### src/rtl/rt_ibex_pcs_restore_seq.sv
// Restore sequencer: captures a popped context bundle and writes it back into the
// register file one word per cycle through the shared write port, stalling the core.
module rt_ibex_pcs_restore_seq #(
  parameter int unsigned NrSavedRegs = 9,
  parameter int unsigned DataWidth   = 32,
  parameter int unsigned AddrWidth   = 5,
  parameter logic [NrSavedRegs-1:0][AddrWidth-1:0] RegAddrs =
    {5'd14, 5'd13, 5'd12, 5'd11, 5'd10, 5'd7, 5'd6, 5'd5, 5'd1}
) (
  input  logic                                 clk_i,
  input  logic                                 rst_ni,
  input  logic                                 restore_en_i,
  input  logic [NrSavedRegs-1:0][DataWidth-1:0] restore_data_i,
  input  logic                                 core_we_i,
  input  logic [AddrWidth-1:0]                 core_waddr_i,
  input  logic [DataWidth-1:0]                 core_wdata_i,
  output logic                                 rf_we_o,
  output logic [AddrWidth-1:0]                 rf_waddr_o,
  output logic [DataWidth-1:0]                 rf_wdata_o,
  output logic                                 stall_o,
  output logic                                 busy_o,
  output logic                                 done_o,
  output logic                                 err_o
);

  localparam int unsigned IdxW = (NrSavedRegs > 1) ? $clog2(NrSavedRegs) : 1;
  localparam logic [IdxW-1:0] LastIdx = IdxW'(NrSavedRegs - 1);

  typedef enum logic [1:0] {
    StIdle,
    StWrite,
    StDone
  } state_e;

  state_e                                state_q, state_d;
  logic [IdxW-1:0]                       idx_q, idx_d;
  logic [NrSavedRegs-1:0][DataWidth-1:0] buf_q, buf_d;
  logic                                  err_q, err_d;

  // NOTE: the capture buffer is reset as well, so an aborted sequence leaves no
  // stale context behind; this is a deliberate cost over leaving it unreset.
  always_ff @(posedge clk_i or negedge rst_ni) begin
    if (!rst_ni) begin
      state_q <= StIdle;
      idx_q   <= '0;
      buf_q   <= '0;
      err_q   <= 1'b0;
    end else begin
      state_q <= state_d;
      idx_q   <= idx_d;
      buf_q   <= buf_d;
      err_q   <= err_d;
    end
  end

  // NOTE: every signal gets a default at the top so no path can infer a latch.
  always_comb begin
    state_d = state_q;
    idx_d   = idx_q;
    buf_d   = buf_q;
    err_d   = err_q;
    unique case (state_q)
      StIdle: begin
        if (restore_en_i) begin
          buf_d   = restore_data_i;
          idx_d   = '0;
          state_d = StWrite;
        end
      end
      StWrite: begin
        if (idx_q == LastIdx) begin
          state_d = StDone;
        end else begin
          idx_d = idx_q + 1'b1;
        end
      end
      StDone: begin
        state_d = StIdle;
      end
      default: state_d = StIdle;
    endcase
    // Any core write or restore request outside IDLE is a protocol violation.
    if (state_q != StIdle && (core_we_i || restore_en_i)) begin
      err_d = 1'b1;
    end
  end

  always_comb begin
    rf_we_o    = 1'b0;
    rf_waddr_o = '0;
    rf_wdata_o = '0;
    stall_o    = 1'b0;
    busy_o     = 1'b0;
    done_o     = 1'b0;
    unique case (state_q)
      StIdle: begin
        rf_we_o    = core_we_i;
        rf_waddr_o = core_waddr_i;
        rf_wdata_o = core_wdata_i;
        stall_o    = restore_en_i;
      end
      StWrite: begin
        // Slots mapped to x0 still burn a cycle but never assert the write enable.
        rf_we_o    = (RegAddrs[idx_q] != '0);
        rf_waddr_o = RegAddrs[idx_q];
        rf_wdata_o = buf_q[idx_q];
        stall_o    = 1'b1;
        busy_o     = 1'b1;
      end
      StDone: begin
        stall_o = 1'b1;
        busy_o  = 1'b1;
        done_o  = 1'b1;
      end
      default: ;
    endcase
  end

  assign err_o = err_q;

endmodule
### config.mk
export PLATFORM = sky130hd
export DESIGN_NAME = rt_ibex_pcs_restore_seq
export DESIGN_NICKNAME = d
export VERILOG_FILES = /design/src/rtl/rt_ibex_pcs_restore_seq.sv
export SDC_FILE = /design/constraint.sdc
export NUM_CORES = 1
export LEC_CHECK = 0
export ABC_AREA = 1
export CAP_MARGIN = 25
export CORE_MARGIN = 5
export CORE_UTILIZATION = 50
export DETAILED_ROUTE_END_ITERATION = 8
export GPL_TIMING_DRIVEN = 0
export PLACE_DENSITY = 0.81
export SLEW_MARGIN = 20
export SYNTH_ARGS = -nofsm -noshare
export SYNTH_HDL_FRONTEND = slang
export SYNTH_SLANG_ARGS = --single-unit
export TNS_END_PERCENT = 5
### constraint.sdc
create_clock -name clk_i -period 2.4 [get_ports clk_i]
set_clock_uncertainty 0.2 [all_clocks]
set_input_delay 0.24 -clock clk_i [delete_from_list [all_inputs] [get_ports clk_i]]
set_output_delay 0.24 -clock clk_i [all_outputs]
set_load 0.03 [all_outputs]
==> results of run 1 <==
per-stage QoR:
stage	setup WS (ns)	cell area, um2
finish	-0.315	20900
global route	-0.339	20900
CTS	-0.229	20600
detailed placement	-0.956	18700
global placement	-11.58	18600
floorplan	0.211	14400
logic make-up (layout without fill, tap and decap cells):
| group | Yosys count | after routing |
|---|---|---|
| multiplexers | 1 | 1 |
| XOR/XNOR | 2 | 2 |
| other | 0 | 7 |
| buffers and inverters | 252 | 705 |
| flip-flops | 295 | 295 |
| AO/OA/AOI/OAI | 146 | 146 |
| adder cells (fa/ha/maj) | 10 | 10 |
| AND/OR/NAND/NOR | 1278 | 1278 |
power by group:
part           leakage, nW  internal [mW]  switching [mW]
clock network        0.592           3.41            2.08
logic                 6.32           5.70            9.62
registers             3.66           7.33            1.15
worst max-delay path: stages (launching register included):
cell and delay, ns:
dfrtp_2 0.50, inv_4 0.13, bufbuf_16 0.28, buf_8 0.14, nand2_1 0.06, nand3_1 0.11
nand3_2 0.09, nand3_1 0.10, nand2_2 0.09, nand2_2 0.11, buf_6 0.14
synth_stat cells, drive strengths merged:
cell type / instances
a21oi: 6
buf: 95
clkbuf: 27
dfrtp: 295
ha: 10
inv: 130
mux2i: 1
nand2: 1054
nand3: 178
nor2: 38
o211ai: 8
o21ai: 131
o21bai: 1
or2: 8
xnor2: 1
xor2: 1
registers in the layout, indices dropped and copies added (netlist names):
signal / count
idx_q: 4
buf_q: 288
state_q: 2
err_o: 1
worst max path at each step:
| stage | start | to | cells after the start |
|---|---|---|---|
| after global placement | rst_ni | buf_q[168] | 1 |
| after global routing | idx_q[0] | rf_wdata_o[17] | 11 |
| final | idx_q[0] | rf_wdata_o[1] | 10 |
| after detailed placement | state_q[0] | rf_wdata_o[1] | 8 |
| after floorplan | state_q[1] | rf_waddr_o[1] | 5 |
| after CTS | idx_q[0] | rf_wdata_o[4] | 10 |
what timing repair did:
action / CTS / global route
setup endpoints to repair: 41 / 162
cloned: 2 / 2
pin swaps: 16 / 19
buffers inserted: 11 / 3
gates resized for setup: 420 / 61
hold buffers: 1 / 0
endpoints found under the hold margin: 88 / 0
layer usage:
layer | vias to the layer above | routed length [um] | GRT usage [%]
met1 | 7263 | 22200 | 43.8
met4 | 0 | 2480 | 14.2
met3 | 161 | 5380 | 7.01
met2 | 903 | 26800 | 54.6
li1 | 6968 | - | -
met5 | - | 0 | 0
area by class of cell:
cell class | count | share of cell area [%]
Inverter | 130 | 2.41
Tap cell | 384 | 2.30
Buffer | 121 | 4.70
Antenna cell | 7 | 0.0838
Multi-Input combinational cell | 1437 | 30.1
Timing Repair Buffer | 392 | 19.4
Clock buffer | 54 | 5.17
Clock inverter | 8 | 0.551
Sequential cell | 295 | 35.3
==> out/qor.yml, run 1 <==
cells_and_area:
  synthToLayoutAreaGrowth_pct: 44.7
  ff_latch_area_mm2: 0.00738
  final_cell_mix: "nand2_1, clkdlybuf4s50_1, dfrtp_1"
  final_nets: 2750
  multiInputGateArea_mm2: 0.00629
  layout_commonest_cell: "nand2_1"
  drive_gt1_share_pct: 13.1
  n_fill_cell: 2188
  utilization_pct: 73.0
  instances_no_fill: 2828
worst_setup_path:
  path_class: "reg -> out"
  worstPathRequired_ns: 1.96
  cp_max_fo: 10
  r2r_start: "state_q[0]"
  ff2ff_path_depth: 10
  regToRegSetupSlack_ns: 0.12
  cp.arrival_ns: 2.27
  cp-start-kind: "flop"
  cp-end-kind: "output pin"
  r2r-end: "buf_q[163]"
synth:
  syn_avg_cell_area_um2: 7.28
  synthSimpleGateAreaFrac_pct: 35.0
  syn_nets: 2323
  synth_top_area_share_pct: 51.1
  synth_top_area_cell: "dfrtp_1"
  ys_top_cells_by_area: "dfrtp_1, nand2_1, nand3_1, o21ai_0, inv_1"
  synth_top_family_by_area: "simple AND/OR/NAND/NOR gates"
  syn-cell-area_mm2: 0.0144
  synth_xor_area_share_pct: 0.121
  synth_compound_area_share_pct: 5.24
  yosys.area_share.adder_pct: 0.866
  ys_seq_area_share_pct: 51.1
  synth_mux_area_share_pct: 0.0693
  ys_warn_count: 0
  syn-instance-count: 1984
  ys_seq_elements: 295
  synth_cell_types: 23
drt:
  vias: 15295
  final_antenna_net_count: 0
  drtPass1Iterations: 5
  wirelength_um: 56900
  drc: 0
  drt-initial-drc-count: 1609
  via_per_inst: 5.41
  wire_per_inst_um: 20.1
power:
  total_leakage_power_nw: 10.6
  power_density_mw_per_mm2: 1400
  vdd_drop_max_mv: 0.886
  total_power_mw: 29.3
timing:
  finalSetupViolCount: 40
  min_period_over_period_pct: 113
  hold_slack_ns: 0.0511
  period_minus_slack_ns: 2.71
  worst_pin_slew_ns: 0.683
  hold_viol_final: 0
  rsz0062_at_grt: "yes"
  finalMaxSlewViolations: 0
  max_freq_ghz: 0.368
  slew-limit-headroom_pct: 54.5
  setup_ws_ns: -0.315
  tns_ns: -8.82
floorplan:
  core_area_mm2: 0.0286
  dieHeight_um: 180
  ios: 371
  start_util_pct: 50.5
  rows: 62
  die_w_um: 180
  dieArea_mm2: 0.0324
grt:
  grt_pass1_wl_um: 85200
  grt_usage_pct: 33.5
  first_global_vias: 15163
  antenna_found_initial: 6
  grt_overflow: 0
  grt_max_degree: 90
min_path:
  hold-path-cell-count: 3
  hold_start: "restore_data_i[129]"
  hp-class: "in -> reg"
  min_to: "buf_q[129]"
cts:
  h-tree-depth: 2
  cts.sink_count: 295
  ctsRootBufferMaster: "clkbuf_16"
  clk_latency_ns: 0.52
  path_clk_slew_ns: 0.06
  cts_tree: "done"
  cts_made_buffers: 34
  cts_buffer_depth: 3
run_status:
  status: "finished with violations"
  violations: "negative setup slack"
place:
  port_buffers: 370
  dp.cells: 2741
  gp_congestion: 0.965
  hpwl_um: 42100
flow_run:
  drv_cap: 0
No activity file was read; power rests on OpenSTA's default activity.
==> run 2: changes to the inputs <==
--- a/config.mk
+++ b/config.mk
@@ -7,6 +7,7 @@
 export LEC_CHECK = 0
 export ABC_AREA = 1
 export CAP_MARGIN = 25
+export CORE_ASPECT_RATIO = 1.5
 export CORE_MARGIN = 5
 export CORE_UTILIZATION = 50
 export DETAILED_ROUTE_END_ITERATION = 8
==> run 2 against run 1 <==
The run ends with negative hold slack, negative setup slack left. Non-clock buffer count decreased by 8. Total power fell by 5.1%. Routed wire length is 1.7% lower. Sequential power is essentially flat. Hold slack got worse by 0.055 ns. Via count shrank 2.1%. Flip-flop and latch count did not move. Clock power shrank 10%. Design area shrank 2.8%. Global-route usage is 0.17 points higher. Cell count decreased by 0.39%. First-iteration DRC count down 10%. Critical endpoint is now rf_wdata_o[19]. Largest power group unchanged.
==> out/qor.yml, run 2 (same netlist as run 1, synthesis figures left out) <==
timing:
  period_minus_slack_ns: 2.75  # +0.0323 ns
  finalSetupViolCount: 38  # -5.0%
  hold_viol_final: 1  # +1
  hold_slack_ns: -0.00420  # -0.0553 ns
  setup_ws_ns: -0.347  # -0.0323 ns
  finalMaxSlewViolations: 0  # unchanged
  rsz0062_at_grt: "yes"
  min_period_over_period_pct: 114  # +1.3 points
  slew-limit-headroom_pct: 55.2  # +0.72 points
  worst_pin_slew_ns: 0.672  # -0.0107 ns
  max_freq_ghz: 0.364  # -1.2%
worst_setup_path:
  cp_max_fo: 7  # -3
  r2r-end: "buf_q[206]"
  regToRegSetupSlack_ns: 0.12  # about the same
  cp-start-kind: "flop"
  cp.arrival_ns: 2.31  # +0.04 ns
  ff2ff_path_depth: 8  # -2
  cp_common_cell: "nand2_1"
  path_cells: "inv_4 > buf_12 > buf_8 > o211ai_1 > nand3_1 > nand2_1 > nand2_1 > buf_6"
  cp-end-kind: "output pin"
  slowest_delay_ns: 0.49  # about the same
  worstPathRequired_ns: 1.96  # about the same
  r2r_start: "state_q[0]"
  path_class: "reg -> out"
  cp-startpoint: "idx_q[0]"
  cp-endpoint: "rf_wdata_o[19]"
  cp_slowest_cell: "dfrtp_2"
grt:
  antenna_found_initial: 8  # +2
  grt_overflow: 0  # unchanged
  first_global_vias: 15383  # +1.5%
  grt_pass1_wl_um: 84000  # -1.3%
  grt_usage_pct: 33.7  # +0.17 points
  grt_max_degree: 93  # +3.3%
cells_and_area:
  top_register: "buf_q"
  layout_commonest_cell: "nand2_1"
  drive_gt1_share_pct: 10.8  # -2.3 points
  ff_latch_area_mm2: 0.00738  # unchanged
  final_nets: 2738  # -0.44%
  multiInputGateArea_mm2: 0.00611  # -2.8%
  utilization_pct: 71.0  # -2.0 points
  synthToLayoutAreaGrowth_pct: 40.7
  final_cell_mix: "nand2_1, clkdlybuf4s50_1, dfrtp_1"
  n_fill_cell: 2329  # +6.4%
  largest_reg_flops: 288  # unchanged
  reg.largest.list: "buf_q: 288 flops, idx_q: 4 flops, state_q: 2 flops"
power:
  vdd_drop_max_mv: 0.991  # +12%
  total_leakage_power_nw: 10.3  # -2.3%
  power_density_mw_per_mm2: 1370  # -2.4%
floorplan:
  ios: 371  # unchanged
  core_area_mm2: 0.0286  # about the same
  start_util_pct: 50.5  # about the same
  die_w_um: 149  # -17%
  rows: 76  # +23%
  dieHeight_um: 218  # +21%
  dieArea_mm2: 0.0325  # +0.22%
place:
  place_ws_ns: -0.890  # +0.0654 ns
  port_buffers: 370  # unchanged
  gp_congestion: 0.977  # +1.3%
  hpwl_um: 42800  # +1.7%
flow_run:
  drv_cap: 0  # unchanged
cts:
  cts_made_buffers: 29  # -15%
  clk_latency_ns: 0.55  # +0.03 ns
  path_clk_slew_ns: 0.07  # about the same
  cts_buffer_depth: 3  # unchanged
  cts.sink_count: 295  # unchanged
  h-tree-depth: 1  # -1
  cts_tree: "done"
  ctsRootBufferMaster: "clkbuf_16"
min_path:
  hp-class: "in -> async"
drt:
  vias: 14981  # -2.1%
  wirelength_um: 55900  # -1.7%
  via_per_inst: 5.32  # -1.7%
  wire_per_inst_um: 19.9  # -1.3%
  final_antenna_net_count: 0  # unchanged
  drt-initial-drc-count: 1447  # -10%
  drtPass1Iterations: 6  # +1
  drc: 0  # unchanged
run_status:
  violations: "negative hold slack, negative setup slack"
  status: "finished with violations"
## run 2: cell count changes in the layout (fill, tap and decap cells not counted), sizes merged
cell,previous run,this run
bufinv,3,5
clkbuf,84,65
clkdlybuf4s15,2,1
clkdlybuf4s50,330,328
nor2,38,39
clkinv,6,4
diode,7,9
clkinvlp,0,1
dlygate4sd2,0,2
buf,149,147
inv,129,130
## run 2: layout make-up
class	count	area share, %
diodes	9	0.111
plain buffers	121	4.51
clock buffers	40	4.17
clock inverters	10	0.874
inverters	130	2.45
multi-input cells	1438	30.1
flip-flops and latches	295	36.3
well taps	390	2.40
repair buffers	384	19.1
## run 2: worst min-delay path by stage
stage | endpoint | start | depth (start not counted)
CTS | buf_q[205] | rst_ni | 2
global placement | buf_q[157] | buf_q[157] | 2
finish | buf_q[205] | rst_ni | 2
global route | buf_q[117] | restore_data_i[117] | 3
detailed placement | buf_q[205] | rst_ni | 1
floorplan | buf_q[0] | rst_ni | 0
## run 2: power breakdown
group | internal (mW) | leakage, nW | total [mW] | switching [mW]
Sequential | 7.32 | 3.66 | 8.46 | 1.14
Combinational | 5.25 | 6.16 | 14.4 | 9.16
Clock | 2.98 | 0.505 | 4.93 | 1.95
Total | 15.6 | 10.3 | 27.8 | 12.2
## run 2: what timing repair did
item                                    4_1_cts  5_1_grt
endpoints found under the setup margin       41       39
hold buffers                                  1        0
endpoints found under the hold margin       203        0
pin swaps                                    11        4
buffers inserted                              7        2
gates resized for setup                     364       44
gates cloned                                  2        0
## run 2: worst max-delay path, delay by kind of cell (launching register included)
family / cells / cell delay (ns)
buf+inv: 4 / 0.49
flops: 1 / 0.49
simple gates: 3 / 0.32
compound gates: 1 / 0.45
## run 2: per-layer routing
metal,up-vias,global-route usage (%),part of all wire [%]
li1,6952,-,-
met1,7083,40.4,37
met2,752,57.5,49
met3,194,4.46,7.2
met4,0,20.3,6.8
met5,-,0,0
## run 2: per-stage QoR
stage	area, um2	instances	total power, mW	hold slack, ns	setup TNS, ns
after detailed placement	18700	2747	21.6	-0.00665	-27.33
after global placement	18600	2744	21.2	0.259	-3422.16
after CTS	20200	2806	27.2	0.0113	-8.40
after floorplan	14400	1984	16.3	-0.256	0
final	20300	2817	27.8	-0.00420	-9.60
after global routing	20300	2816	29.5	0.0245	-11.79
==> run 3: changes to the inputs <==
--- a/config.mk
+++ b/config.mk
@@ -6,13 +6,11 @@
 export NUM_CORES = 1
 export LEC_CHECK = 0
 export ABC_AREA = 1
-export CAP_MARGIN = 25
 export CORE_ASPECT_RATIO = 1.5
-export CORE_MARGIN = 5
-export CORE_UTILIZATION = 50
+export CORE_UTILIZATION = 45
 export DETAILED_ROUTE_END_ITERATION = 8
 export GPL_TIMING_DRIVEN = 0
-export PLACE_DENSITY = 0.81
+export PLACE_DENSITY = 0.77
 export SLEW_MARGIN = 20
 export SYNTH_ARGS = -nofsm -noshare
 export SYNTH_HDL_FRONTEND = slang
==> constraint.sdc (replaced) <==
create_clock -name clk_i -period 2.22 [get_ports clk_i]
set_clock_uncertainty 0.2 [all_clocks]
set_input_delay 0.222 -clock clk_i [delete_from_list [all_inputs] [get_ports clk_i]]
set_output_delay 0.222 -clock clk_i [all_outputs]
set_load 0.03 [all_outputs]
==> run 3 against run 2 <==
Largest cell class unchanged. Sequential power rose by 8.2%. Cell count rose by 1.8%. Hold slack improved by 0.0021 ns. Global-route usage rose by 0.69 points. The flow still finishes with violations (negative hold slack, negative setup slack).
==> out/qor.yml, run 3 (same netlist as run 1, synthesis figures left out) <==
timing:
  hold_viol_final: 3  # +2
  min_period_over_period_pct: 123
  finalSetupViolCount: 45  # +18%
  rsz0062_at_grt: "yes"
  finalMaxSlewViolations: 0  # unchanged
  period_minus_slack_ns: 2.72
  worst_pin_slew_ns: 0.567  # -0.105 ns
  hold_slack_ns: -0.00206  # +0.00214 ns
  setup_ws_ns: -0.501  # -0.154 ns
  slew-limit-headroom_pct: 62.2  # +7.0 points
  max_freq_ghz: 0.367
cts:
  h-tree-depth: 1  # unchanged
  path_clk_slew_ns: 0.07  # about the same
  clk_latency_ns: 0.56  # about the same
  cts_made_buffers: 28  # -3.4%
  ctsRootBufferMaster: "clkbuf_16"
  cts.sink_count: 295  # unchanged
  cts_buffer_depth: 3  # unchanged
  cts_tree: "done"
power:
  vdd_drop_max_mv: 1.04  # +5.2%
  power_density_mw_per_mm2: 1460  # +6.7%
  p_seq_share_pct: 30.0  # -0.4 points
  p_sw_share_pct: 44.7  # +0.65 points
  power_frac_comb_pct: 53.5  # +1.7 points
  p_int_mw: 16.8  # +8.3%
  total_leakage_power_nw: 10.5  # +2.0%
  power.switching_mw: 13.6  # +11%
  clock_power_share_pct: 16.5  # -1.2 points
drt:
  drtPass1Iterations: 6  # unchanged
  wl_met2_um: 28000  # +1.5%
  wl_met1_um: 20600  # +0.33%
  top_layer_used: "met4"
  via_per_inst: 5.23  # -1.7%
  drc: 0  # unchanged
  vias: 15000  # +0.13%
  final_antenna_net_count: 0  # unchanged
  wire_per_inst_um: 19.5  # -1.9%
  drt-initial-drc-count: 1097  # -24%
  met3_wirelength_um: 3840  # -4.7%
  wirelength_um: 55900  # about the same
cells_and_area:
  n_fill_cell: 2720  # +17%
  layout_commonest_cell: "nand2_1"
  final_nets: 2774  # +1.3%
  drive_gt1_share_pct: 12.8  # +2.0 points
  final_cell_mix: "nand2_1, clkdlybuf4s50_1, dfrtp_1"
  stdcell_area_mm2: 0.0209  # +2.6%
  reg.largest.list: "buf_q: 288 flops, idx_q: 4 flops, state_q: 2 flops"
  top_register: "buf_q"
  instances_no_fill: 2869  # +1.8%
  synthToLayoutAreaGrowth_pct: 44.4
  largest_reg_flops: 288  # unchanged
worst_setup_path:
  slowest_delay_ns: 0.47  # -0.02 ns
  path_class: "reg -> out"
  path_cells: "clkinv_4 > buf_12 > buf_8 > o211ai_1 > nand3_1 > nand2_1 > nand2_1 > buf_6"
  cp_max_fo: 6  # -1
  cp_common_cell: "nand2_1"
  cp_slowest_cell: "dfrtp_2"
  regToRegSetupSlack_ns: -0.05  # -0.17 ns
  cp-end-kind: "output pin"
  worstPathRequired_ns: 1.80  # -0.16 ns
  r2r_start: "idx_q[0]"
  cp.arrival_ns: 2.30  # about the same
  cp-start-kind: "flop"
  r2r-end: "idx_q[2]"
  ff2ff_path_depth: 9  # +1
  cp-startpoint: "idx_q[0]"
floorplan:
  dieArea_mm2: 0.0328  # +1.2%
  start_util_pct: 45.5  # -4.9 points
  die_w_um: 148  # -0.33%
  rows: 80  # +5.3%
  ios: 371  # unchanged
  dieHeight_um: 221  # +1.5%
  core_area_mm2: 0.0317  # +11%
place:
  gp_congestion: 0.932  # -4.6%
  hpwl_um: 42400  # -0.93%
  dp.cells: 2767  # +0.73%
  place_ws_ns: -1.08  # -0.189 ns
  placed_cell_area_mm2: 0.0187  # +0.13%
  port_buffers: 370  # unchanged
grt:
  grt_max_degree: 97  # +4.3%
  grt_usage_pct: 34.4  # +0.69 points
  grt_pass1_wl_um: 84500  # +0.58%
  antenna_found_initial: 3  # -5
  grt_overflow: 0  # unchanged
  first_global_vias: 15293  # -0.59%
min_path:
  hp-class: "in -> async"
flow_run:
  drv_cap: 0  # unchanged
run_status:
  violations: "negative hold slack, negative setup slack"
  status: "finished with violations"
## run 3: worst max-delay path by stage
stage | to | slack [ns] | cells past startpoint
final | rf_wdata_o[24] | -0.50 | 8
after global routing | rf_wdata_o[21] | -0.54 | 10
after CTS | rf_wdata_o[24] | -0.46 | 8
after detailed placement | rf_wdata_o[0] | -1.08 | 7
after global placement | buf_q[47] | -11.72 | 1
after floorplan | rf_waddr_o[1] | 0.05 | 5
## run 3: layout make-up
type	count	area [um2]	share of cell area [%]
multi-input combinational	1438	6300	30.2
clock buffer	40	807	3.87
clock inverter	11	135	0.648
timing repair buffer	421	4310	20.7
antenna	3	7.51	0.0360
inverter	130	500	2.40
buffer	121	906	4.34
sequential	295	7380	35.4
tap	410	513	2.46
## run 3: metal layers
metal / vias to the layer above / track usage [%]
met5: - / 0
met2: 715 / 60.0
met4: 0 / 20.0
li1: 7005 / -
met1: 7095 / 40.4
met3: 185 / 4.00
## run 3: power groups by stage
stage	Combinational, mW	Clock [mW]	Sequential, mW
2_1_floorplan	8.91	0	8.76
3_3_place_gp	13.9	0	9.12
3_5_place_dp	14.2	0	9.16
4_1_cts	15.6	5.03	9.11
5_1_grt	17.7	5.23	9.38
6_report	16.3	5.02	9.15
## run 3: through the flow
stage	total power [mW]	utilization [%]	hold WS [ns]	TNS (ns)
final	30.5	65.7	-0.00206	-15.96
after floorplan	17.7	-	-0.274	0
after global routing	32.3	65.7	0.00857	-29.62
after global placement	23.0	58.8	0.256	-3481.31
after CTS	29.8	65.0	0.000187	-14.76
after detailed placement	23.4	59.1	-0.0837	-35.24
## run 3: critical path: cells and delay by family (launching register included)
kind	cells	cell delay, ns
AO/OA/AOI/OAI	1	0.38
buffers and inverters	4	0.54
flip-flops	1	0.47
AND/OR/NAND/NOR	3	0.33
## run 3: repair_timing
| action | CTS | global route |
|---|---|---|
| setup endpoints to repair | 74 | 283 |
| hold buffers | 32 | 0 |
| cloned | 3 | 0 |
| resized for setup | 413 | 55 |
| buffers inserted | 10 | 4 |
| pin swaps | 17 | 19 |
| endpoints found under the hold margin | 148 | 0 |
